## config.mk

```make
export PLATFORM = sky130hd
export DESIGN_NAME = mni_sched_ctrl
export DESIGN_NICKNAME = d
export VERILOG_FILES = /design/src/rtl/mni_sched_ctrl.sv
export SDC_FILE = /design/constraint.sdc
export NUM_CORES = 1
export LEC_CHECK = 0
export CAP_MARGIN = 20
export CORE_ASPECT_RATIO = 1.5
export CORE_UTILIZATION = 35
export CTS_BUF_LIST = sky130_fd_sc_hd__clkbuf_4 sky130_fd_sc_hd__clkbuf_8
export CTS_CLUSTER_DIAMETER = 100
export DETAILED_ROUTE_END_ITERATION = 16
export HOLD_SLACK_MARGIN = 0.15
export PLACE_DENSITY = 0.75
export SLEW_MARGIN = 20
export SYNTH_ARGS = -nofsm -noshare
export SYNTH_HDL_FRONTEND = slang
export SYNTH_SLANG_ARGS = --single-unit
```

## constraint.sdc

```tcl
create_clock -name clk -period 6.33 [get_ports clk]
set_clock_uncertainty 0.05 [all_clocks]
set_input_delay 0.9495 -clock clk [delete_from_list [all_inputs] [get_ports clk]]
set_output_delay 0.9495 -clock clk [all_outputs]
set_load 0.03 [all_outputs]
```

## src/rtl/mni_sched_ctrl.sv

```systemverilog
// Packet-driven sequencer in front of myNodeInfo: latches packet fields, strobes en_MNI,
// waits for the node state to settle, then raises a low-energy alert or a slotted data request.
module mni_sched_ctrl #(
    parameter int SETTLE_CYC = 2,
    parameter int MAX_SLOT   = 64
) (
    input  logic        clk,
    input  logic        nrst,
    input  logic        pkt_valid,
    output logic        pkt_ready,
    input  logic [2:0]  pkt_type,
    input  logic [15:0] pkt_hops,
    input  logic [15:0] pkt_emax,
    input  logic [15:0] pkt_emin,
    input  logic [15:0] pkt_energy,
    input  logic [15:0] pkt_chid,
    input  logic [15:0] pkt_timeslot,
    input  logic [15:0] pkt_ethresh,
    output logic        en_MNI,
    output logic [2:0]  fPktType,
    output logic [15:0] hops,
    output logic [15:0] e_max,
    output logic [15:0] e_min,
    output logic [15:0] energy,
    output logic [15:0] ch_ID,
    output logic [15:0] timeslot,
    output logic [15:0] e_threshold,
    input  logic        role,
    input  logic        low_E,
    input  logic        slot_tick,
    output logic        tx_req,
    output logic        tx_kind,
    input  logic        tx_ack,
    output logic        busy,
    output logic [7:0]  drop_cnt
);

    typedef enum logic [2:0] {
        IDLE      = 3'd0,
        UPDATE    = 3'd1,
        SETTLE    = 3'd2,
        WAIT_SLOT = 3'd3,
        TX        = 3'd4
    } state_t;

    localparam int              SW          = (SETTLE_CYC > 1) ? $clog2(SETTLE_CYC) : 1;
    localparam logic [SW-1:0]   SETTLE_LAST = SW'(SETTLE_CYC - 1);
    localparam logic [15:0]     MAX_SLOT_W  = 16'(MAX_SLOT);
    localparam logic [2:0]      TYPE_HB     = 3'b000;
    localparam logic [2:0]      TYPE_CH     = 3'b001;
    localparam logic [2:0]      TYPE_TS     = 3'b010;
    localparam logic [2:0]      TYPE_NONE   = 3'b111;

    state_t         state_r;
    logic [2:0]     type_r;
    logic [15:0]    slot_cnt_r;
    logic [SW-1:0]  settle_cnt_r;
    logic           alert_done_r;

    // A timeslot assignment is only meaningful for slots 1..MAX_SLOT.
    function automatic logic pkt_legal(input logic [2:0] t, input logic [15:0] ts);
        case (t)
            TYPE_HB, TYPE_CH: pkt_legal = 1'b1;
            TYPE_TS:          pkt_legal = (ts != 16'd0) && (ts <= MAX_SLOT_W);
            default:          pkt_legal = 1'b0;
        endcase
    endfunction

    // Sequencer state machine; every output is a register updated here.
    always_ff @(posedge clk) begin
        if (nrst) begin
            state_r      <= IDLE;
            type_r       <= TYPE_NONE;
            slot_cnt_r   <= 16'd0;
            settle_cnt_r <= '0;
            alert_done_r <= 1'b0;
            pkt_ready    <= 1'b0;
            en_MNI       <= 1'b0;
            fPktType     <= TYPE_NONE;
            hops         <= 16'd0;
            e_max        <= 16'd0;
            e_min        <= 16'd0;
            energy       <= 16'd0;
            ch_ID        <= 16'd0;
            timeslot     <= 16'd0;
            e_threshold  <= 16'd0;
            tx_req       <= 1'b0;
            tx_kind      <= 1'b0;
            busy         <= 1'b0;
            drop_cnt     <= 8'd0;
        end else begin
            en_MNI <= 1'b0;
            case (state_r)
                IDLE: begin
                    pkt_ready <= 1'b1;
                    if (pkt_valid && pkt_ready) begin
                        if (pkt_legal(pkt_type, pkt_timeslot)) begin
                            hops        <= pkt_hops;
                            e_max       <= pkt_emax;
                            e_min       <= pkt_emin;
                            energy      <= pkt_energy;
                            ch_ID       <= pkt_chid;
                            timeslot    <= pkt_timeslot;
                            e_threshold <= pkt_ethresh;
                            fPktType    <= pkt_type;
                            type_r      <= pkt_type;
                            en_MNI      <= 1'b1;
                            pkt_ready   <= 1'b0;
                            busy        <= 1'b1;
                            state_r     <= UPDATE;
                        end else if (drop_cnt != 8'hFF) begin
                            drop_cnt <= drop_cnt + 8'd1;
                        end
                    end
                end
                UPDATE: begin
                    fPktType     <= TYPE_NONE;
                    settle_cnt_r <= '0;
                    state_r      <= SETTLE;
                end
                SETTLE: begin
                    if (settle_cnt_r == SETTLE_LAST) begin
                        if (!low_E) begin
                            alert_done_r <= 1'b0;
                        end
                        // The alert outranks (and discards) a pending slot assignment.
                        if (low_E && !alert_done_r) begin
                            alert_done_r <= 1'b1;
                            tx_req       <= 1'b1;
                            tx_kind      <= 1'b1;
                            state_r      <= TX;
                        end else if ((type_r == TYPE_TS) && !role) begin
                            slot_cnt_r <= timeslot;
                            state_r    <= WAIT_SLOT;
                        end else begin
                            pkt_ready <= 1'b1;
                            busy      <= 1'b0;
                            state_r   <= IDLE;
                        end
                    end else begin
                        settle_cnt_r <= settle_cnt_r + SW'(1);
                    end
                end
                WAIT_SLOT: begin
                    if (slot_tick) begin
                        slot_cnt_r <= slot_cnt_r - 16'd1;
                        if (slot_cnt_r == 16'd1) begin
                            tx_req  <= 1'b1;
                            tx_kind <= 1'b0;
                            state_r <= TX;
                        end
                    end
                end
                TX: begin
                    if (tx_ack) begin
                        tx_req    <= 1'b0;
                        pkt_ready <= 1'b1;
                        busy      <= 1'b0;
                        state_r   <= IDLE;
                    end
                end
                default: begin
                    tx_req    <= 1'b0;
                    pkt_ready <= 1'b1;
                    busy      <= 1'b0;
                    state_r   <= IDLE;
                end
            endcase
        end
    end

endmodule

```

**After elaboration in Yosys (flattened, before gate mapping)**

Index checks and enable logic that the tools add are counted.

- Register bits: 152
- Latch bits: 0
- Bits in writable memories: 0
- ROM bits: 0
- Output and inout port bits: 128
- Logic and storage cells: 122
- Memories kept: 0

- Add/sub/neg operators: 3
- Multiply operators: 0
- Divide/modulo/power cells: 0
- $lt $le $gt $ge: 1
- Equal/unequal tests: 20
- Shifts and indexed selects: 0
- Muxes and demuxes: 48
- Bitwise gates (word level): 5
- Reductions and logical operators: 26

Operators with widths:

| cell | count |
|---|---|
| 16-bit 2-to-1 mux | 4 |
| 16-bit case mux with 2 select lines | 1 |
| 3-bit 2-to-1 mux | 9 |
| 1-bit 2-to-1 mux | 25 |
| 2-bit != test, second input constant | 10 |
| 16-bit by 1-bit == test with 1-bit output, second input constant | 1 |
| 16-bit by 7-bit less-or-equal comparator with 1-bit output, second input constant | 1 |
| 16-bit nonzero test | 1 |
| 16-bit by 1-bit subtractor with 16-bit output, second input constant | 1 |
| 3-bit case mux with 5 select lines | 1 |
| 5-bit AND reduction | 3 |
| 3-bit by 2-bit == test with 1-bit output, second input constant | 4 |
| 1-bit case mux with 4 select lines | 3 |
| 6-bit AND reduction | 2 |
| 3-bit AND reduction | 3 |
| 8-bit by 1-bit adder with 8-bit output, second input constant | 1 |
| 8-bit != test, second input constant | 1 |
| 7-bit AND reduction | 1 |
| 3-bit by 1-bit == test with 1-bit output, second input constant | 2 |
| 3-bit zero test | 2 |
| 1-bit case mux with 2 select lines | 3 |
| 3-bit case mux with 2 select lines | 1 |
| 2-bit nonzero test | 3 |
| 2-bit OR reduction | 3 |
| 9 further kinds | 17 |

**Depth between registers and ports, before layout**

Gate-level depths: netlist of the first run.

- Depth after elaboration: 9
- Gate-level depth with buffers: 8

**Worst setup path after synthesis of the first run**

Ideal clock, no wire load.

- Path type: input to register
- Start: in pkt_timeslot[0]
- End: reg ch_ID[0]
- Setup time: 132 ps
- Arrival: 2525 ps
- Data required time: 6148 ps
- Path slack: 3622 ps
- Stages: 7
- Path buffers: 2
- Cell sequence: or4_4 > or4_4 > o2111a_1 > buf_4 > buf_2 > nand2_1 > a21oi_1

- Word-level cells in the longest chain between the ends: 7

Ends and longest elaborated chain:

| item | RTL line | RTL |
|---|---|---|
| from (decl) | 17 | `input logic [15:0] pkt_timeslot,` |
| 16-bit by 7-bit less-or-equal comparator with 1-bit output or 16-bit nonzero test (tied branches) | 64 | `TYPE_TS: pkt_legal = (ts != 16'd0) && (ts <= MAX_SLOT_W);` |
| 1-bit logical AND (*) | 64 |  |
| 1-bit case mux with 2 select lines (*) | 62 | `case (t)` |
| 1-bit 2-to-1 mux (*) | 96 | `if (pkt_valid && pkt_ready) begin` |
| 1-bit 2-to-1 mux (*) | 93 | `case (state_r)` |
| 1-bit 2-to-1 mux (*) | 71 | `if (nrst) begin` |
| 3-bit AND reduction (no source line) (*) | -- |  |
| to (signal assigned) | 102 | `ch_ID <= pkt_chid;` |
| to (decl) | 25 | `output logic [15:0] ch_ID,` |

Every way passes the cells marked *; elsewhere a longest branch is shown, timed or not. The select of a mux whose other input is x is not followed.
A chain may end at the register's enable or synchronous reset.

**Final worst setup path of the first run**

- Start: in pkt_timeslot[0]
- End: reg ch_ID[8]

The elaborated chain is that of the path after synthesis.

==> results.json, run 1 <==
{
  "syn-cell-area_um2": 6100,
  "numCtsBuffers": 17,
  "ant_nets": 0,
  "dp_hpwl_mm": 12.6,
  "r2r_setup_slack_ns": 3.42,
  "overflow": 0,
  "cp.required_ns": 6.65,
  "numPortBuffers": 249,
  "endpoint_kind": "flip-flop",
  "rr_worst_depth": 6,
  "min_path_type": "flip-flop to flip-flop",
  "holdWs_ns": 0.403,
  "synthCells": 768,
  "cts_tree": "done",
  "htree_levels": 4,
  "synth_area_leaders": "dfxtp_1, nand2_1, a21oi_1, nor2_1, clkbuf_1",
  "power_density_nw_per_um2": 217,
  "mostFrequentLayoutCells": "clkdlybuf4s50_1, nand2_1, dfxtp_1, a21oi_1, nor2_1",
  "hold_depth": 2,
  "slew_violations": 0,
  "antenna_found_initial": 0,
  "seq_area_frac_synth_pct": 49.9,
  "status": "finished clean",
  "post_cts_buffers": 0,
  "cts_sinks": 152,
  "crit_path_start": "pkt_timeslot[0]",
  "ctsResizeCount": 0,
  "tightest_slew_ns": 0.928,
  "path_max_fanout": 77,
  "final_common_cell": "clkdlybuf4s50_1",
  "io_pins": 250,
  "clock_path_buffers": 2,
  "fill_cells": 1556,
  "drive_above_1_share_pct": 5.69,
  "core_area_um2": 16900,
  "antenna_cells": 0,
  "hold_buffers": 0,
  "dieArea_um2": 18000,
  "synth_top_area_share_pct": 49.9,
  "gp_congestion": 0.854,
  "clkTransAtPathRegs_ns": 0.08,
  "hold_end": "e_min[10]",
  "setup_tns_ns": 0,
  "viasPerCell": 5.01,
  "die_x_um": 110,
  "post_drt_wl_per_cell_um": 15.2,
  "synth_warnings": 0,
  "grt_pass1_wl_mm": 28.0,
  "finalSetupViolations": 0,
  "rsz0062_at_grt": "no",
  "core.rowCount": 58,
  "grt_pass1_vias": 5565,
  "max-vdd-ir-drop_v": 0.000154,
  "arrival_ns": 3.93,
  "initial_core_util_pct": 36.1,
  "reg2reg_to": "ch_ID[8]",
  "syn_area_per_cell_um2": 7.95,
  "r2r_start": "state_r[1]",
  "yosysTopAreaCell": "dfxtp_1",
  "die_y_um": 164,
  "num_vias": 6064,
  "maxSlewHeadroom_pct": 37.9,
  "track_usage_pct": 20.3,
  "drt_wl_total_mm": 18.4,
  "fmax_mhz": 277,
  "period_share_pct": 57.1,
  "drt-pass1-iter-count": 4,
  "drc": 0,
  "critPathKind": "input port to flip-flop",
  "grt_max_degree": 80,
  "drtIter0Drc": 311,
  "finalNetCount": 1113,
  "syn-num-nets": 893,
  "power_leakage_nw": 3.06,
  "worstHoldStart": "e_min[10]",
  "clockRootBuffer": "clkbuf_8",
  "synthFlopType": "dfxtp_1",
  "ys_types": 56,
  "start_kind": "input port",
  "drv_cap": 0,
  "area_growth_pct": 48.8,
  "hold_viol": 0,
  "synthArstFlopShare_pct": 0,
  "synth_edf_count": 0,
  "yosys_register_bits": 152,
  "clkLatencyLatePin_ns": 0.44,
  "layout_min_cycle_time_ns": 3.61
}
[layout make-up]
class                           instances  area (um^2)  share of cell area, %
Tap cell                              210          263                   2.89
Sequential cell                       152         3040                   33.5
Multi-Input combinational cell        557         2800                   30.8
Clock inverter                         11          146                   1.61
Clock buffer                           21          283                   3.11
Timing Repair Buffer                  253         2520                   27.8
Inverter                                7         26.3                  0.289
[cell usage after synthesis, types with 3 or more instances]
cell        n
nand2_1   242
dfxtp_1   152
a21oi_1   137
nor2_1     33
clkbuf_1   28
o21ai_0    19
buf_2      18
nor3_1     13
nand2b_1    8
nor2b_1     8
inv_1       7
o31ai_1     6
nand4_1     5
nor4_1      5
and3_1      4
buf_6       4
nand3_1     4
o21a_1      4
or2_2       4
or3_1       4
a21o_1      3
a22oi_1     3
a31oi_1     3
and2_1      3
ha_1        3
nand3b_1    3
or4_1       3
[through the flow]
stage	cell area, um^2	worst slack [ns]	power, mW	instances	util (%)
finish	9080	2.72	1.97	1211	53.7
global route	9080	2.56	2.05	1211	53.7
CTS	9080	2.70	2.00	1211	53.7
detailed placement	8650	2.25	1.19	1179	51.2
global placement	8650	2.32	1.19	1179	51.2
floorplan	6100	3.62	1.08	768	-
[worst max-delay path, cell delays in order]
cell and delay, ns:
clkdlybuf4s50_1 0.42, or4_4 0.58, o211ai_1 0.37, o2111a_4 0.85, buf_4 0.48, nand2_1 0.12, a21oi_1 0.14
[how the worst max path moves through the flow]
stage / cells past startpoint / endpoint / slack, ns
after floorplan: 7 / ch_ID[0] / 3.62
after global placement: 7 / ch_ID[10] / 2.32
after detailed placement: 7 / timeslot[1] / 2.25
after CTS: 7 / ch_ID[8] / 2.70
after global routing: 7 / timeslot[0] / 2.56
final: 7 / ch_ID[8] / 2.72
[state kept, by name, indices dropped and copies added, names as in the netlist]
register      cells
alert_done_r      1
drop_cnt          8
energy           16
e_threshold      16
timeslot         16
type_r            3
busy              1
e_max            16
fPktType          3
en_MNI            1
tx_kind           1
ch_ID            16
slot_cnt_r       16
state_r           3
pkt_ready         1
tx_req            1
hops             16
e_min            16
settle_cnt_r      1
[metal layers]
metal / wire length [um] / part of all wire, % / track usage [%] / vias to the layer above
met5: 0 / 0 / 0 / -
met3: 1280 / 6.9 / 6.43 / 25
met4: 486 / 2.6 / 8.55 / 0
li1: - / - / - / 3039
met2: 9630 / 52 / 36.0 / 204
met1: 7010 / 38 / 21.8 / 2796
[kinds of logic after synthesis]
kind of cell	share of synthesized area, %
multiplexers	0.697
AND/OR/NAND/NOR	25.4
buffers and inverters	4.61
adder cells (fa/ha/maj)	0.615
flip-flops	49.9
AO/OA/AOI/OAI	18.8
[power breakdown]
part           total, mW  internal, mW  switching (mW)
sequential         0.978         0.969         0.00860
combinational      0.193         0.103          0.0893
clock              0.800         0.426           0.374
total               1.97          1.50           0.472
(Power assumes the default switching activity.)
==> run 2, diff against run 1 <==
Clock period 6.33 ns to 3.7 ns, I/O delays scaled along.
==> run 2 against run 1 <==
  * Wire length decreased by 0.59%
  * Via count down 0.21%
  * First-iteration DRC count fell by 13%
  * Clock power rose by 54%
  * Clock-buffer cell count down 3
  * Register-to-register slack lost 2.2 ns
  * Largest cell class unchanged
  * Highest routed layer unchanged
==> results.json, run 2 (synthesis results as in run 1) <==
{
  "status": "finished clean",
  "ctsResizeCount": 0,
  "cts_tree": "done",
  "maxSlewHeadroom_pct": 47.8,
  "post_drt_wl_per_cell_um": 15.0,
  "power_leakage_nw": 3.08,
  "drt-pass1-iter-count": 4,
  "clkTransAtPathRegs_ns": 0.08,
  "critPathKind": "input port to flip-flop",
  "grt_max_degree": 74,
  "viasPerCell": 4.98,
  "track_usage_pct": 20.6,
  "finalNetCount": 1119,
  "dp_hpwl_mm": 13.1,
  "max_stage_delay_ns": 0.69,
  "num_vias": 6051,
  "cp_cell_sequence": "clkdlybuf4s50_1 -> or4b_2 -> o31ai_1 -> and2_1 -> o21ai_0 -> a221oi_1",
  "drt_wl_total_mm": 18.3,
  "antenna_cells": 0,
  "wl_met1_mm": 7.06,
  "cts_sinks": 152,
  "drv_cap": 0,
  "core_area_um2": 16900,
  "hold_buffers": 0,
  "dr_wl_met2_mm": 9.56,
  "path_max_fanout": 14,
  "core.rowCount": 58,
  "grt_pass1_wl_mm": 28.4,
  "clockRootBuffer": "clkbuf_8",
  "area_growth_pct": 49.4,
  "arrival_ns": 2.91,
  "slew_violations": 0,
  "htree_levels": 4,
  "setup_tns_ns": 0,
  "endpoint_kind": "flip-flop",
  "ant_nets": 0,
  "drive_above_1_share_pct": 6.16,
  "layout_min_cycle_time_ns": 2.62,
  "grt_pass1_vias": 5722,
  "mostFrequentLayoutCells": "clkdlybuf4s50_1, nand2_1, dfxtp_1, a21oi_1, nor2_1",
  "gp_congestion": 0.781,
  "drtIter0Drc": 272,
  "io_pins": 250,
  "overflow": 0,
  "hold_viol": 0,
  "fmax_mhz": 382,
  "power_density_nw_per_um2": 355,
  "holdWs_ns": 0.404,
  "min_path_type": "flip-flop to flip-flop",
  "die_y_um": 164,
  "cp.required_ns": 3.99,
  "clock_path_buffers": 2,
  "dieArea_um2": 18000,
  "antenna_found_initial": 0,
  "finalSetupViolations": 0,
  "met3_length_mm": 1.27,
  "top_layer": "met4",
  "tightest_slew_ns": 0.783,
  "initial_core_util_pct": 36.1,
  "pre_cts_ws_ns": 0.606,
  "max-vdd-ir-drop_v": 0.000272,
  "die_x_um": 110,
  "post_cts_buffers": 0,
  "crit_path_top_delay_cell": "or4b_2",
  "numCtsBuffers": 17,
  "rsz0062_at_grt": "no",
  "final_common_cell": "clkdlybuf4s50_1",
  "drc": 0,
  "period_share_pct": 70.8,
  "numPortBuffers": 249,
  "layout_setup_ws_ns": 1.08,
  "start_kind": "input port",
  "clkLatencyLatePin_ns": 0.45
}
==> run 2: cell types whose count changed in the layout (fill, tap and decap cells not counted), moves of 2 or more <==
cell,change
buf_4,+2
clkinvlp_4,+2
clkinv_2,+2
clkbuf_8,-3
buf_12,+4
==> run 2: path summary, 6_finish.rpt <==
kind | end | cells past startpoint | slack, ns | start
max | slot_cnt_r[3] | 6 | 1.08 | role
min | type_r[2] | 1 | 0.40 | type_r[2]
min reg2reg | type_r[2] | 1 | 0.40 | type_r[2]
max reg2reg | slot_cnt_r[3] | 5 | 1.25 | type_r[0]
==> run 2: where the power goes <==
part	switching (mW)	internal, mW
clock network	0.629	0.597
logic	0.154	0.182
registers	0.0151	1.66
total	0.799	2.44
==> run 2: area by class of cell <==
type | count | area (um^2)
Tap cell | 210 | 263
Clock inverter | 13 | 133
Fill cell | 1589 | 7790
Inverter | 7 | 26.3
Timing Repair Buffer | 259 | 2620
Clock buffer | 18 | 241
Sequential cell | 152 | 3040
Multi-Input combinational cell | 557 | 2800
==> run 2: worst max-delay path: cells and delay by family <==
family | cells | cell delay (ns)
AND/OR/NAND/NOR | 2 | 1.18
AO/OA/AOI/OAI | 3 | 0.75
buffers and inverters | 1 | 0.42
==> run 2: through the flow <==
step,cells,utilization (%),power (mW),area (um^2)
after floorplan,768,-,1.84,6100
after global placement,1185,51.7,2.05,8750
after detailed placement,1185,51.7,2.05,8750
after CTS,1216,53.9,3.29,9120
after global routing,1216,53.9,3.38,9120
final,1216,53.9,3.24,9120
==> run 2: metal layers <==
layer / up-vias / global-route usage [%]
li1: 3058 / -
met1: 2788 / 22.2
met2: 187 / 35.8
met3: 18 / 6.98
met4: 0 / 9.03
met5: - / 0
